### config.mk
export PLATFORM = sky130hd
export DESIGN_NAME = imem_loader_flat
export DESIGN_NICKNAME = d
export VERILOG_FILES = /design/src/rtl/imem_loader_if.sv /design/src/rtl/imem_loader.sv /design/src/flat_wrapper.sv
export SDC_FILE = /design/constraint.sdc
export NUM_CORES = 1
export LEC_CHECK = 0
export CAP_MARGIN = 15
export CORE_MARGIN = 4
export CORE_UTILIZATION = 35
export DETAILED_ROUTE_END_ITERATION = 6
export PLACE_DENSITY_LB_ADDON = 0.05
export SLEW_MARGIN = 20
export SYNTH_ARGS = -nofsm -noshare
export SYNTH_HDL_FRONTEND = slang
export SYNTH_SLANG_ARGS = --single-unit
### constraint.sdc
create_clock -name clk -period 4.2 [get_ports clk]
set_input_delay 0.63 -clock clk [delete_from_list [all_inputs] [get_ports clk]]
set_output_delay 0.63 -clock clk [all_outputs]
set_load 0.05 [all_outputs]
### src/rtl/imem_loader_if.sv
// Byte-stream handshake and instruction-memory write bus for imem_loader.
// master = loader side, slave = stream source / memory side.
interface imem_loader_if #(
    parameter int unsigned ADDR_W = 8
);
    logic              s_valid;
    logic [7:0]        s_data;
    logic              s_ready;
    logic              mem_we;
    logic [ADDR_W-1:0] mem_waddr;
    logic [31:0]       mem_wdata;

    modport master (
        input  s_valid, s_data,
        output s_ready, mem_we, mem_waddr, mem_wdata
    );

    modport slave (
        output s_valid, s_data,
        input  s_ready, mem_we, mem_waddr, mem_wdata
    );
endinterface

### src/rtl/imem_loader.sv
// Instruction-memory program loader: byte stream -> little-endian 32-bit words, holds CPU until done.
// Optional trailing XOR checksum byte enabled by defining IMEM_LOADER_CSUM_EN.
module imem_loader #(
    parameter int unsigned ADDR_W = 8
) (
    input  logic          clk,
    input  logic          reset,
    input  logic          start,
    imem_loader_if.master bus,
    output logic          cpu_hold,
    output logic          busy,
    output logic          done,
    output logic          error
);
    typedef enum logic [2:0] {
        IDLE  = 3'd0,
        HDR0  = 3'd1,
        HDR1  = 3'd2,
        BYTE  = 3'd3,
        WRITE = 3'd4,
`ifdef IMEM_LOADER_CSUM_EN
        CSUM  = 3'd5,
`endif
        DONE  = 3'd6,
        ERROR = 3'd7
    } state_t;

    localparam logic [16:0] CAP = 17'(1) << ADDR_W;

    state_t            state_q;
    logic [15:0]       cnt_q;
    logic [ADDR_W:0]   word_idx_q;
    logic [1:0]        byte_idx_q;
    logic [2:0][7:0]   lane_q;
    logic [ADDR_W-1:0] mem_waddr_q;
    logic [31:0]       mem_wdata_q;
    logic              cpu_hold_q;
`ifdef IMEM_LOADER_CSUM_EN
    logic [7:0]        acc_q;
`endif

    logic              accept;
    logic [15:0]       n_hdr;
    logic [ADDR_W:0]   word_next;

    assign accept    = bus.s_valid && bus.s_ready;
    assign n_hdr     = {bus.s_data, cnt_q[7:0]};
    assign word_next = word_idx_q + (ADDR_W+1)'(1);

    always_ff @(posedge clk or posedge reset) begin
        if (reset) begin
            state_q     <= IDLE;
            cnt_q       <= '0;
            word_idx_q  <= '0;
            byte_idx_q  <= '0;
            lane_q      <= '0;
            mem_waddr_q <= '0;
            mem_wdata_q <= '0;
            cpu_hold_q  <= 1'b1;
`ifdef IMEM_LOADER_CSUM_EN
            acc_q       <= '0;
`endif
        end else begin
`ifdef IMEM_LOADER_CSUM_EN
            if (accept && state_q != CSUM) acc_q <= acc_q ^ bus.s_data;
`endif
            case (state_q)
                IDLE, DONE, ERROR: begin
                    if (start) begin
                        state_q    <= HDR0;
                        word_idx_q <= '0;
                        byte_idx_q <= '0;
                        cpu_hold_q <= 1'b1;
`ifdef IMEM_LOADER_CSUM_EN
                        acc_q      <= '0;
`endif
                    end
                end
                HDR0: begin
                    if (accept) begin
                        cnt_q[7:0] <= bus.s_data;
                        state_q    <= HDR1;
                    end
                end
                HDR1: begin
                    if (accept) begin
                        cnt_q[15:8] <= bus.s_data;
                        if ({1'b0, n_hdr} > CAP) begin
                            state_q <= ERROR;
                        end else if (n_hdr == 16'd0) begin
`ifdef IMEM_LOADER_CSUM_EN
                            state_q    <= CSUM;
`else
                            state_q    <= DONE;
                            cpu_hold_q <= 1'b0;
`endif
                        end else begin
                            state_q <= BYTE;
                        end
                    end
                end
                BYTE: begin
                    if (accept) begin
                        byte_idx_q <= byte_idx_q + 2'd1;
                        case (byte_idx_q)
                            2'd0: lane_q[0] <= bus.s_data;
                            2'd1: lane_q[1] <= bus.s_data;
                            2'd2: lane_q[2] <= bus.s_data;
                            default: begin
                                // 4th byte goes straight into the write register, no lane needed
                                mem_wdata_q <= {bus.s_data, lane_q[2], lane_q[1], lane_q[0]};
                                mem_waddr_q <= word_idx_q[ADDR_W-1:0];
                                state_q     <= WRITE;
                            end
                        endcase
                    end
                end
                WRITE: begin
                    word_idx_q <= word_next;
                    byte_idx_q <= '0;
                    if (17'(word_next) == {1'b0, cnt_q}) begin
`ifdef IMEM_LOADER_CSUM_EN
                        state_q    <= CSUM;
`else
                        state_q    <= DONE;
                        cpu_hold_q <= 1'b0;
`endif
                    end else begin
                        state_q <= BYTE;
                    end
                end
`ifdef IMEM_LOADER_CSUM_EN
                CSUM: begin
                    if (accept) begin
                        if (bus.s_data == acc_q) begin
                            state_q    <= DONE;
                            cpu_hold_q <= 1'b0;
                        end else begin
                            state_q <= ERROR;
                        end
                    end
                end
`endif
                default: state_q <= IDLE;
            endcase
        end
    end

`ifdef IMEM_LOADER_CSUM_EN
    assign bus.s_ready = (state_q == HDR0) || (state_q == HDR1) || (state_q == BYTE) ||
                         (state_q == CSUM);
`else
    assign bus.s_ready = (state_q == HDR0) || (state_q == HDR1) || (state_q == BYTE);
`endif
    assign bus.mem_we    = (state_q == WRITE);
    assign bus.mem_waddr = mem_waddr_q;
    assign bus.mem_wdata = mem_wdata_q;
    assign cpu_hold      = cpu_hold_q;
    assign busy          = !((state_q == IDLE) || (state_q == DONE) || (state_q == ERROR));
    assign done          = (state_q == DONE);
    assign error         = (state_q == ERROR);
endmodule

### src/flat_wrapper.sv
// flat-port wrapper written by rule: the top's interface ports become plain ports
module imem_loader_flat 
#(
    parameter int unsigned ADDR_W = 8
)
  (clk, reset, start, cpu_hold, busy, done, error, bus_s_valid, bus_s_data, bus_s_ready, bus_mem_we, bus_mem_waddr, bus_mem_wdata);
  imem_loader_if #(.ADDR_W(ADDR_W)) bus_i ();
  input  logic clk;
  input  logic reset;
  input  logic start;
  output logic cpu_hold;
  output logic busy;
  output logic done;
  output logic error;
  input wire logic [$bits(bus_i.s_valid)-1:0] bus_s_valid;
  input wire logic [$bits(bus_i.s_data)-1:0] bus_s_data;
  output wire logic [$bits(bus_i.s_ready)-1:0] bus_s_ready;
  output wire logic [$bits(bus_i.mem_we)-1:0] bus_mem_we;
  output wire logic [$bits(bus_i.mem_waddr)-1:0] bus_mem_waddr;
  output wire logic [$bits(bus_i.mem_wdata)-1:0] bus_mem_wdata;
  assign bus_i.s_valid = bus_s_valid;
  assign bus_i.s_data = bus_s_data;
  assign bus_s_ready = bus_i.s_ready;
  assign bus_mem_we = bus_i.mem_we;
  assign bus_mem_waddr = bus_i.mem_waddr;
  assign bus_mem_wdata = bus_i.mem_wdata;
  imem_loader #(.ADDR_W(ADDR_W)) u_core (.clk(clk), .reset(reset), .start(start), .bus(bus_i), .cpu_hold(cpu_hold), .busy(busy), .done(done), .error(error));
endmodule
# Yosys cells after proc, flatten, opt, wreduce, memory -nomap -nowiden
# Cells that the tools add are included.
totals:
  n_memories: 0
  ramBits: 0
  reg_bits: 95
  latch_bits: 0
  mem_bits_ro: 0
op_classes:
  reduce_logical: 24
  muxes: 20
  add_sub_neg: 2
  n_eq_ne: 17
  multipliers: 0
  div: 0
  bitwise: 1
  shift: 0
  order_cmp: 1
op_table:
  columns: ["op", "count"]
  rows:
  - ["$mux 3", 8]
  - ["$pmux 9 s2", 1]
  - ["$eq 9x16->1", 1]
  - ["$gt 16x9->1 const B", 1]
  - ["$logic_not 16->1", 1]
  - ["$pmux 3 s5", 1]
  - ["$reduce_and 3->1", 5]
  - ["$ne 2x1->1 const B", 5]
  - ["$add 9x1->9 const B", 1]
  - ["$eq 3x3->1 const B", 3]
  - ["$mux 9", 1]
  - ["$eq 3x2->1 const B", 2]
  - ["$ne 2x2->1 const B", 3]
  - ["$pmux 2 s3", 1]
  - ["$reduce_and 2->1", 3]
  - ["$reduce_and 6->1", 1]
  - ["$reduce_bool 3->1", 2]
  - ["$reduce_or 3->1", 2]
  - ["$mux 1", 5]
  - ["$reduce_and 5->1", 1]
  - ["$logic_or 1x1->1", 4]
  - ["$mux 2", 2]
  - ["$eq 3x1->1 const B", 1]
  - ["$logic_not 3->1", 1]
  - ["other kinds (9)", 9]

# Logic depth before layout (Yosys ltp)
depth:
  ltp_word: 6
  ltp_mapped: 7

# Worst setup path before layout
# OpenSTA, ideal clock, no wires.
synth_path:
  kind: "register to output"
  startpoint: "register u_core.state_q[2]"
  endpoint: "output done"
  required_time_ns: 3.570
  arrival_time_ns: 1.653
  n_path_buf: 2
  path_stages_with_launch: 5
  setup_slack_ns: 1.917
  cell_sequence: "dfrtp_1 -> clkbuf_1 -> clkbuf_1 -> nand2_1 -> nor2_1"
synth_between:
  elab_chain_len: 1
synth_lines:
  columns: ["item", "line_no", "rtl"]
  rows:
  - ["start: declaration", "imem_loader.sv:30", "state_t state_q;"]
  - ["start signal: assignment", "imem_loader.sv:52", "state_q <= IDLE;"]
  - ["start signal: assignment", "imem_loader.sv:70", "state_q <= HDR0;"]
  - ["start signal: assignment", "imem_loader.sv:82", "state_q <= HDR1;"]
  - ["$eq 3x3->1", "imem_loader.sv:160", "assign done = (state_q == DONE);"]
  - ["end: declaration", "flat_wrapper.sv:13", "output logic done;"]
# No other way between the ends.

# Worst setup path after layout
layout_path:
  startpoint: "register u_core.state_q[0]"
  endpoint: "output bus_mem_we"
layout_between:
  elab_chain_len: 1
layout_lines:
  columns: ["item", "line_no", "rtl"]
  rows:
  - ["$eq 3x3->1", "imem_loader.sv:155", "assign bus.mem_we = (state_q == WRITE);"]
  - ["end: declaration", "flat_wrapper.sv:18", "output wire logic [$bits(bus_i.mem_we)-1:0] bus_mem_we;"]
# No other way between the ends.

==> impl.org <==
** Run status
- The flow ran to the end, and the final reports show no timing, DRC or antenna violations.

** Power
- In this run the static leakage power is 2.26 nW.
- Fraction of power spent switching nets :: 39.3%
- Combinational logic is responsible for 42.4% of the overall power.
- Of the total power, registers draw 37.6%.
- Across the VDD grid, the largest voltage drop is 370 uV.
- P_int :: 0.00259 W
- For this design the total switching power over the nets is 0.00168 W.
- In this run the power density over the cells is 817 nW/um^2.
- Total power of the final layout :: 0.00427 W
- Portion of total power attributed to the clock network :: 20.0%

** Clock network
- CTS Root Buffer Type :: sky130_fd_sc_hd__clkbuf_16
- Clock tree from TritonCTS :: built
- Gates resized during post-CTS repair numbered 0.
- Clock tree synthesis found a total of 95 sinks.
- The H-tree was split into 3 levels.
- Counting the buffers created by CTS gives 9.
- Clock-pin slew was measured on the worst setup and hold paths at 0.07 ns.
- Max Root-Sink Buffers :: 2
- Hold-fix buffers at CTS :: 0
- Setup bufs post-CTS :: 0
- For the worst-skew pair, the clock arrives at the later sink with an insertion delay of 0.33 ns.

** Critical path
- In this run the worst path has a maximum fanout of 16.
- Following the worst setup path forward leads to its endpoint at bus_mem_we.
- CP Launch Type :: flop
- Flop2flop setup slack :: 1.51 ns
- Tracing the worst setup path back leads to its startpoint at u_core.state_q[0].
- Traced cell by cell, the critical path runs through nor2_1, nand2_1, inv_1, clkdlybuf4s50_1.
- Levels on crit path :: 4
- RR Endpoint :: u_core.bus.mem_wdata[16]
- The largest single stage delay on the critical path is 0.86 ns.
- Largest delay share family, worst path :: buffers and inverters
- STA puts the critical path data arrival time at 2.75 ns.
- Critical path buffer and inverter count :: 2
- The critical path is of the flop to primary output type.
- Nature of the critical path endpoint :: primary output
- Measured in cells, the most critical reg-to-reg path has a length of 4.
- Data on the critical path is required at its endpoint by 3.57 ns.
- Max stage delay cell, worst path :: sky130_fd_sc_hd__clkdlybuf4s50_1
- Beginning of the worst register-to-register path :: u_core.state_q[0]

** Worst hold path
- The startpoint identified for the worst hold timing path is u_core.lane_q[15].
- Worst min-delay path category :: flop to flop

** Timing
- Portion of the clock cycle consumed by the worst path in the final layout :: 80.4%
- For the final routed database, the setup TNS stands at 0 ns.
- The worst path in the final design needs a cycle of 3.38 ns, including I/O delays and setup.
- Remaining max-slew budget at the tightest pin :: 29.8%
- Maximum clock rate :: 296 MHz
- Setup violations remaining at the end of the flow were counted as 0.
- The final hold violation count is 0.
- Smallest hold slack :: 0.490 ns
- Between clock sinks in the finished design, the worst skew comes to 0.00392 ns.
- Setup repair after global routing left no endpoint under its margin.
- At the pin with the least slew margin, the transition time is 1.05 ns.
- Final max-slew violation count :: 0

** Finish
- Summing all flip-flop and latch instances after layout gives 2380 sq um.
- In the final layout, the multi-input gates occupy 1740 sq um.
- Relative to the synthesized area, the layout overhead comes to 24.4%.
- Final non-filler cell area :: 5220 sq um
- At the end of the flow, the number of nets in the layout was 400.
- Of the cells placed in the final design, the portion with a size suffix greater than 1 is 27.6%.
- Inserted Diodes :: 0
- Fill cells :: 1091
- In the layout the commonest cells are sky130_fd_sc_hd__dfrtp_1 (94), sky130_fd_sc_hd__mux2_2 (78), sky130_fd_sc_hd__clkdlybuf4s50_1 (57).
- Leaving out fill and tap cells, the most frequent cell in the layout is sky130_fd_sc_hd__dfrtp_1.

** Logic synthesis
- The synthesized netlist occupies a cell area of 4200 sq um.
- sky130_fd_sc_hd__dfrtp_1 takes more of the synthesized area than any other cell.
- After synthesis, flip-flops and latches occupy 56.7% of the total area.
- For this run, the number of Yosys warnings is 0.
- Count of state elements after synthesis :: 95
- Portion of synthesized cell area occupied by the leading cell type :: 56.0%
- When the netlist entered floorplanning its net count stood at 344.
- For this run, the leading register cell type out of synthesis is sky130_fd_sc_hd__dfrtp_1.
- Yosys mapped the design onto 44 distinct sky130hd cell types.
- Most area-consuming cells after synthesis :: sky130_fd_sc_hd__dfrtp_1 (56%), sky130_fd_sc_hd__mux2_2 (21%), sky130_fd_sc_hd__nand2_1 (2.2%)
- Gate count after technology mapping :: 327
- Share of synthesized flip-flops with an asynchronous set or reset :: 100%
- Number of synthesized flops with an enable pin :: 0
- After synthesis, the mean cell area works out to 12.8 sq um.

** Route
- In this run the remaining antenna-violating nets after routing total 0.
- Via density :: 5.08
- In the final routed layout, each cell accounts on average for 17.1 um.
- Across all layers, the routed design uses 2698 vias.
- The detailed router finished its first iteration with 148 violations.
- For this run, the detailed router's first-pass iteration total came to 4.
- In the routed design, unresolved DRC markers number 0.
- Drt total wl :: 9070 um

** Global routing
- Wire length of the first global-routing pass :: 15300 um
- Global route total overflow :: 0
- The number of global-route vias before repair is 2807.
- Antenna violations before repair :: 0
- Across every metal layer, demand over resource in global routing totals 13.8%.
- Pin count of the biggest net entering global routing :: 44

** Flow run
- Maximum Capacitance Violations :: 0

** Die
- Floorplan die width :: 118 um
- Initial Util :: 36.3%
- Die H :: 118 um
- Area of the core :: 11600 sq um
- Core Rows :: 39
- Top-level port count :: 58
- The floorplan step defined a die boundary enclosing 13800 sq um.

** Placed design
- At the end of routability-driven placement, the weighted congestion stood at 0.782.
- Post-DP Area :: 4900 sq um
- Buffers placed on the I/O ports in this run total 57.
- HPWL after DPL :: 6200 um
==> metal layers <==
metal	global-route usage, %	part of all wire [%]	vias to the layer above
li1	-	-	1278
met1	19.6	50	1352
met2	20.3	44	58
met3	4.90	5.1	10
met4	3.30	1.2	0
met5	0	0	-
==> flip-flops by register name, indices dropped and copies added (netlist names) <==
register / cells
u_core.word_idx_q: 9
u_core.state_q: 3
u_core.bus.mem_wdata: 32
u_core.byte_idx_q: 2
u_core.cnt_q: 16
u_core.cpu_hold: 1
u_core.lane_q: 24
u_core.bus.mem_waddr: 8
==> power groups by stage <==
stage | sequential (W) | clock [W] | combinational [W]
2_1_floorplan | 0.00209 | 0 | 0.000793
3_3_place_gp | 0.00161 | 0 | 0.00180
3_5_place_dp | 0.00163 | 0 | 0.00182
4_1_cts | 0.00161 | 0.000881 | 0.00183
5_1_grt | 0.00166 | 0.000922 | 0.00193
6_report | 0.00160 | 0.000855 | 0.00181
==> Yosys cell counts (3+ instances only) <==
cell and instances:
sky130_fd_sc_hd__dfrtp_1 94, sky130_fd_sc_hd__mux2_2 78, sky130_fd_sc_hd__nand2_1 25, sky130_fd_sc_hd__o21ai_0 18, sky130_fd_sc_hd__nor2_1 11, sky130_fd_sc_hd__buf_2 9, sky130_fd_sc_hd__xnor2_1 9, sky130_fd_sc_hd__inv_1 6
sky130_fd_sc_hd__nor4_1 6, sky130_fd_sc_hd__clkbuf_1 5, sky130_fd_sc_hd__ha_1 5, sky130_fd_sc_hd__nor3_1 5, sky130_fd_sc_hd__xor2_1 5, sky130_fd_sc_hd__and3_1 4, sky130_fd_sc_hd__nand3_1 4, sky130_fd_sc_hd__o31ai_1 4
sky130_fd_sc_hd__a21oi_1 3, sky130_fd_sc_hd__nand2b_1 3, sky130_fd_sc_hd__nor3_2 3
==> worst reg2reg max path, cell delays in order, from the launching register on <==
cell and delay [ns]:
sky130_fd_sc_hd__dfrtp_1 0.64, sky130_fd_sc_hd__nand2_1 0.23, sky130_fd_sc_hd__nor3_2 0.42, sky130_fd_sc_hd__nand2_2 0.71, sky130_fd_sc_hd__mux2_1 0.58
==> how the worst min path moves through the flow <==
stage	to	cells past startpoint
after floorplan	u_core.bus.mem_wdata[15]	1
after global placement	u_core.bus.mem_wdata[15]	1
after detailed placement	u_core.bus.mem_wdata[15]	1
after CTS	u_core.bus.mem_wdata[15]	1
after global routing	u_core.bus.mem_wdata[15]	1
final	u_core.bus.mem_wdata[15]	1
==> area by class of cell <==
type,instances,area share [%]
flip-flops and latches,95,45.6
repair buffers,59,11.2
multi-input cells,212,33.2
inverters,6,0.479
well taps,143,3.43
clock buffers,12,5.10
clock inverters,4,0.983
==> cells by family after synthesis <==
logic type      Yosys count  share of synthesized area, %
xor+xnor                 14                          2.92
compound gates           40                          6.26
fa+ha+maj                 5                          1.49
flops                    95                          56.7
mux                      82                          21.9
buf+inv                  20                          2.06
simple gates             71                          8.67
==> per-stage QoR <==
step	cells	util, %	setup slack, ns
finish	531	45.1	0.825
global route	531	45.1	0.649
CTS	531	45.1	0.795
detailed placement	515	42.4	1.00
global placement	515	42.4	1.11
floorplan	327	-	1.09
(Power assumes the default switching activity.)
